**src/rtl/id_ex_decode_stage.sv**
```systemverilog
// ID/EX pipeline stage: combinational MIPS decode registered into the EX-facing
// outputs. Flush clears valid and every control bit, stall holds the register.
module id_ex_decode_stage #(
  parameter int PC_WIDTH = 32
) (
  input  logic                clk,
  input  logic                rst_n,
  input  logic [31:0]         instruction,
  input  logic [31:0]         rs_data,
  input  logic [31:0]         rt_data,
  input  logic [PC_WIDTH-1:0] pc_plus4,
  input  logic                valid_in,
  input  logic                stall,
  input  logic                flush,
  output logic [1:0]          ALUOp,
  output logic [5:0]          operation,
  output logic [31:0]         operando_1,
  output logic [31:0]         operando_2,
  output logic [31:0]         store_data,
  output logic [4:0]          dest_reg,
  output logic [PC_WIDTH-1:0] branch_target,
  output logic                valid_out,
  output logic                reg_write,
  output logic                mem_read,
  output logic                mem_write,
  output logic                mem_to_reg,
  output logic                branch_eq,
  output logic                branch_ne,
  output logic                illegal
);

  logic [5:0]  opcode, funct;
  logic [4:0]  rt, rd, shamt;
  logic [15:0] imm;
  logic [31:0] imm_sext, imm_zext, br_offset;

  assign opcode    = instruction[31:26];
  assign rt        = instruction[20:16];
  assign rd        = instruction[15:11];
  assign shamt     = instruction[10:6];
  assign funct     = instruction[5:0];
  assign imm       = instruction[15:0];
  assign imm_sext  = {{16{imm[15]}}, imm};
  assign imm_zext  = {16'b0, imm};
  assign br_offset = {{14{imm[15]}}, imm, 2'b00};

  logic [1:0]          d_aluop;
  logic [5:0]          d_operation;
  logic [31:0]         d_op1, d_op2, d_store;
  logic [4:0]          d_dest;
  logic [PC_WIDTH-1:0] d_target;
  logic                d_wr, d_mrd, d_mwr, d_m2r, d_beq, d_bne, d_ill;
  logic                d_wr_gated;

  // Instruction decode; unsupported encodings fall through to illegal with all
  // controls and data left at zero.
  always_comb begin
    d_aluop     = 2'b00;
    d_operation = 6'b000000;
    d_op1       = 32'b0;
    d_op2       = 32'b0;
    d_store     = 32'b0;
    d_dest      = 5'b0;
    d_target    = '0;
    d_wr        = 1'b0;
    d_mrd       = 1'b0;
    d_mwr       = 1'b0;
    d_m2r       = 1'b0;
    d_beq       = 1'b0;
    d_bne       = 1'b0;
    d_ill       = 1'b0;
    case (opcode)
      6'b000000: begin
        case (funct)
          6'b000000, 6'b000010, 6'b000011: begin
            d_op1 = rt_data;
            d_op2 = {27'b0, shamt};
          end
          6'b000100, 6'b000110, 6'b000111: begin
            d_op1 = rt_data;
            d_op2 = {27'b0, rs_data[4:0]};
          end
          6'b100000, 6'b100001, 6'b100010, 6'b100011,
          6'b100100, 6'b100101, 6'b100110, 6'b100111,
          6'b101010, 6'b101011: begin
            d_op1 = rs_data;
            d_op2 = rt_data;
          end
          default: d_ill = 1'b1;
        endcase
        if (!d_ill) begin
          d_aluop     = 2'b10;
          d_operation = funct;
          d_dest      = rd;
          d_wr        = 1'b1;
        end
      end
      6'b001000, 6'b001001: begin
        d_op1  = rs_data;
        d_op2  = imm_sext;
        d_dest = rt;
        d_wr   = 1'b1;
      end
      6'b001100, 6'b001101, 6'b001110: begin
        d_aluop     = 2'b10;
        d_operation = {4'b1001, opcode[1:0]};
        d_op1       = rs_data;
        d_op2       = imm_zext;
        d_dest      = rt;
        d_wr        = 1'b1;
      end
      6'b001010, 6'b001011: begin
        d_aluop     = 2'b10;
        d_operation = {5'b10101, opcode[0]};
        d_op1       = rs_data;
        d_op2       = imm_sext;
        d_dest      = rt;
        d_wr        = 1'b1;
      end
      6'b100011: begin
        d_op1  = rs_data;
        d_op2  = imm_sext;
        d_dest = rt;
        d_wr   = 1'b1;
        d_mrd  = 1'b1;
        d_m2r  = 1'b1;
      end
      6'b101011: begin
        d_op1   = rs_data;
        d_op2   = imm_sext;
        d_store = rt_data;
        d_mwr   = 1'b1;
      end
      6'b000100, 6'b000101: begin
        d_aluop  = 2'b01;
        d_op1    = rs_data;
        d_op2    = rt_data;
        d_beq    = ~opcode[0];
        d_bne    = opcode[0];
        d_target = pc_plus4 + PC_WIDTH'($signed(br_offset));
      end
      default: d_ill = 1'b1;
    endcase
  end

  // Writes to $0 are discarded so the all-zero word is a true bubble.
  assign d_wr_gated = d_wr && (d_dest != 5'd0);

  // ID/EX register: flush beats stall; controls only ever load alongside a valid.
  always_ff @(posedge clk or negedge rst_n) begin
    if (!rst_n) begin
      ALUOp         <= 2'b00;
      operation     <= 6'b0;
      operando_1    <= 32'b0;
      operando_2    <= 32'b0;
      store_data    <= 32'b0;
      dest_reg      <= 5'b0;
      branch_target <= '0;
      valid_out     <= 1'b0;
      reg_write     <= 1'b0;
      mem_read      <= 1'b0;
      mem_write     <= 1'b0;
      mem_to_reg    <= 1'b0;
      branch_eq     <= 1'b0;
      branch_ne     <= 1'b0;
      illegal       <= 1'b0;
    end else if (flush || !stall) begin
      ALUOp         <= d_aluop;
      operation     <= d_operation;
      operando_1    <= d_op1;
      operando_2    <= d_op2;
      store_data    <= d_store;
      dest_reg      <= d_dest;
      branch_target <= d_target;
      valid_out     <= valid_in && !flush;
      reg_write     <= valid_in && !flush && d_wr_gated;
      mem_read      <= valid_in && !flush && d_mrd;
      mem_write     <= valid_in && !flush && d_mwr;
      mem_to_reg    <= valid_in && !flush && d_m2r;
      branch_eq     <= valid_in && !flush && d_beq;
      branch_ne     <= valid_in && !flush && d_bne;
      illegal       <= valid_in && !flush && d_ill;
    end
  end

endmodule
```
**config.mk**
```make
export PLATFORM = sky130hd
export DESIGN_NAME = id_ex_decode_stage
export DESIGN_NICKNAME = d
export VERILOG_FILES = /design/src/rtl/id_ex_decode_stage.sv
export SDC_FILE = /design/constraint.sdc
export NUM_CORES = 1
export LEC_CHECK = 0
export CAP_MARGIN = 20
export CORE_MARGIN = 5
export CORE_UTILIZATION = 50
export CTS_BUF_LIST = sky130_fd_sc_hd__clkbuf_8 sky130_fd_sc_hd__clkbuf_16
export DETAILED_ROUTE_END_ITERATION = 8
export GPL_ROUTABILITY_DRIVEN = 1
export HOLD_SLACK_MARGIN = 0.1
export PLACE_DENSITY = 0.89
export SYNTH_ARGS = -nofsm -noshare
export SYNTH_HDL_FRONTEND = slang
export SYNTH_SLANG_ARGS = --single-unit
```
**constraint.sdc**
```tcl
create_clock -name clk -period 2.85 [get_ports clk]
set_clock_uncertainty 0.15 [all_clocks]
set_input_delay 0.285 -clock clk [delete_from_list [all_inputs] [get_ports clk]]
set_output_delay 0.285 -clock clk [all_outputs]
set_load 0.02 [all_outputs]
```
==> results.tsv <==
metric	value	unit
Cells after DPL	1369	
post-route cell area	12200	um2
Ant. Diodes	0	
share of the synthesized area in the top cell type	45.6	%
grt total ovfl	0	
async set-reset flop share out of synthesis	100	%
dominant synthesized flop cell	dfrtp_1	
Commonest cells post-synth	dfrtp_1 (148), nand2_1 (126), a21oi_1 (65)	
Comb power frac	21.9	%
Max IR drop VDD	0.401	mV
Synth Net Count	1004	
row count	46	
fmax	0.368	GHz
Nets	1336	
worst path cell trace	clkdlybuf4s50_1 > ha_1 > fa_1 > a21o_1 > nand4_1 > a211oi_2 > nor3b_2 > a2111oi_1 > o21ai_0 > a32o_1	
Worst-Margin Slew	0.583	ns
Pint	3.93	mW
Initial Util	51.0	%
Die Area	18900	um2
most frequent cell after synthesis	dfrtp_1	
antenna violations before repair	1	
EDFF count, synth	0	
Yosys cell types	67	
Arr. time, crit path	2.89	ns
Placed Area	11600	um2
crit start category	input port	
min cycle time layout	2.72	ns
delay-heaviest family, CP	compound AO/OA/AOI/OAI gates	
setup slack, reg-to-reg	1.65	ns
CP Max Fanout	3	
Detailed Route WL	33500	um
setup ws final	0.131	ns
Crit path largest cell delay	0.50	ns
chip width	138	um
Clock Power Share	39.7	%
final period utilization	95.4	%
sequential area share after synthesis	45.6	%
CP endpoint kind	flip-flop	
Global Route Usage Sum	35.5	%
endpoint of the worst register-to-register path	reg_write	
Synth Area per Inst	9.67	um2
start of the worst register-to-register path	reg_write	
WL per Instance	23.9	um
mapped cell area	8130	um2
Syn. warnings	0	
Worst-path clk slew	0.07	ns
clk_lat worst skew	0.43	ns
clk sinks	148	
post-placement setup slack	-0.267	ns
worst path bufs/invs	1	
Worst R2R Path Depth	3	
core area	15900	um2
CTS Buf Count	17	
# Max-Cap Violations	0	
Tightest Hold Check Type	input port to asynchronous set/reset pin	
Reg power frac	38.5	%
router iterations before antenna repair	9	
# H-tree levels	4	
Area contributors post-synth	dfrtp_1 (46%), nand2_1 (5.8%), ha_1 (4.5%)	
relative slew slack	60.7	%
Slew Viols, Final	0	
slowest CP cell	clkdlybuf4s50_1	
fraction of layout cells with a size suffix above 1	15.9	%
postcts setup bufs	0	
Buffers on Ports	276	
post-route insts no fill	1402	
Final Wtd Congestion	0.948	
synthesis-to-finish area growth	50.3	%
leakage power	5.19	nW
die height	138	um
largest net degree at the start of global routing	92	
Iteration-0 DRC Markers	977	
failing checks	design-rule violations	
register bit total from synthesis	148	
CTS Root Buffer Type	clkbuf_16	
endpoints failing setup	0	
CTS tree	yes	
status	finished with violations	
vias in the first global route	8732	
io pins	282	
sw frac	30.2	%
Longest Clk Path Bufs	2	
PwrDens	461	nW/um2
CP required	3.02	ns
DP HPWL	23700	um
Yosys top cell by area	dfrtp_1	
DRC Markers	3	
post-route ant nets	0	
Crit Path Category	input port to flip-flop	
# fillers	1007	
via count	8833	
Hold Vio Cnt, Final	0	
first-pass GRT wire length	50600	um
cell count after synthesis	841	
DR vias/cell	6.30	
net switching power	1.70	mW
## power groups by stage
stage               Combinational [mW]  Sequential [mW]  Clock (mW)
floorplan                        0.494             2.25           0
global placement                  1.17             2.20           0
detailed placement                1.19             2.20           0
CTS                               1.21             2.17        2.24
global route                      1.31             2.17        2.34
finish                            1.23             2.17        2.23
## kinds of logic (layout without fill, tap and decap cells)
kind of cell	count (synthesis)	in the layout	synth area share, %
AO/OA/AOI/OAI	331	331	28.3
XOR/XNOR	23	23	2.48
adder cells (fa/ha/maj)	30	30	4.71
buffers and inverters	72	417	5.00
flip-flops	148	148	45.6
multiplexers	5	5	0.677
AND/OR/NAND/NOR	232	232	13.3
## cell type report
cell class | count | area (um2) | share of cell area, %
clock buffer | 17 | 425 | 3.48
clock inverter | 15 | 144 | 1.18
inverter | 13 | 48.8 | 0.399
multi-input combinational | 621 | 4060 | 33.3
sequential | 148 | 3700 | 30.3
tap | 216 | 270 | 2.21
timing repair buffer | 372 | 3560 | 29.2
## worst max path at each step
stage	startpoint	end	slack, ns	cells past startpoint
floorplan	instruction[0]	branch_target[30]	0.23	9
global placement	instruction[0]	branch_target[30]	-0.19	10
detailed placement	instruction[0]	branch_target[26]	-0.27	11
CTS	instruction[0]	branch_target[30]	0.11	10
global route	instruction[0]	branch_target[26]	-0.02	11
finish	instruction[0]	branch_target[30]	0.13	10
## cells in the final DEF (no fill, tap or decap), drive strengths merged, types with 3 or more instances in the layout
master	instances
nor2b	5
a221oi	4
a22o	35
a22oi	48
inv	22
nand3	5
buf	96
a211oi	8
o41ai	3
nor2	47
o21ai	112
and2	3
a32oi	5
or4	3
dfrtp	148
o211ai	5
o31ai	4
nand4	10
a21o	10
xnor2	11
clkbuf	17
a2111oi	4
nor3	10
mux2	4
a222oi	6
or3	3
nand2	128
ha	29
clkinvlp	4
o21bai	3
a21oi	66
clkdlybuf4s50	275
xor2	12
nand2b	5
o21a	8
and3	3
nor4	4
## per-layer routing
metal / up-vias / wire, um / track usage [%]
li1: 3777 / - / -
met1: 4301 / 11900 / 42.1
met2: 604 / 15800 / 58.6
met3: 149 / 3770 / 10.4
met4: 2 / 2050 / 18.2
met5: - / 7 / 0
## timing repair
item,4_1_cts,5_1_grt
hold endpoints to repair,132,0
hold buffers,1,0
resized for setup,0,2
endpoints found under the setup margin,0,2
## through the flow
step | hold WS [ns] | utilization (%) | TNS (ns) | total power, mW
finish | 0.212 | 76.6 | 0 | 5.63
global route | 0.240 | 76.6 | -0.0176 | 5.82
CTS | 0.219 | 76.5 | 0 | 5.62
detailed placement | 0.0879 | 72.9 | -1.26 | 3.39
global placement | 0.0886 | 72.9 | -0.593 | 3.37
floorplan | -0.161 | - | 0 | 2.75
Power figures use the tool's default switching activity.
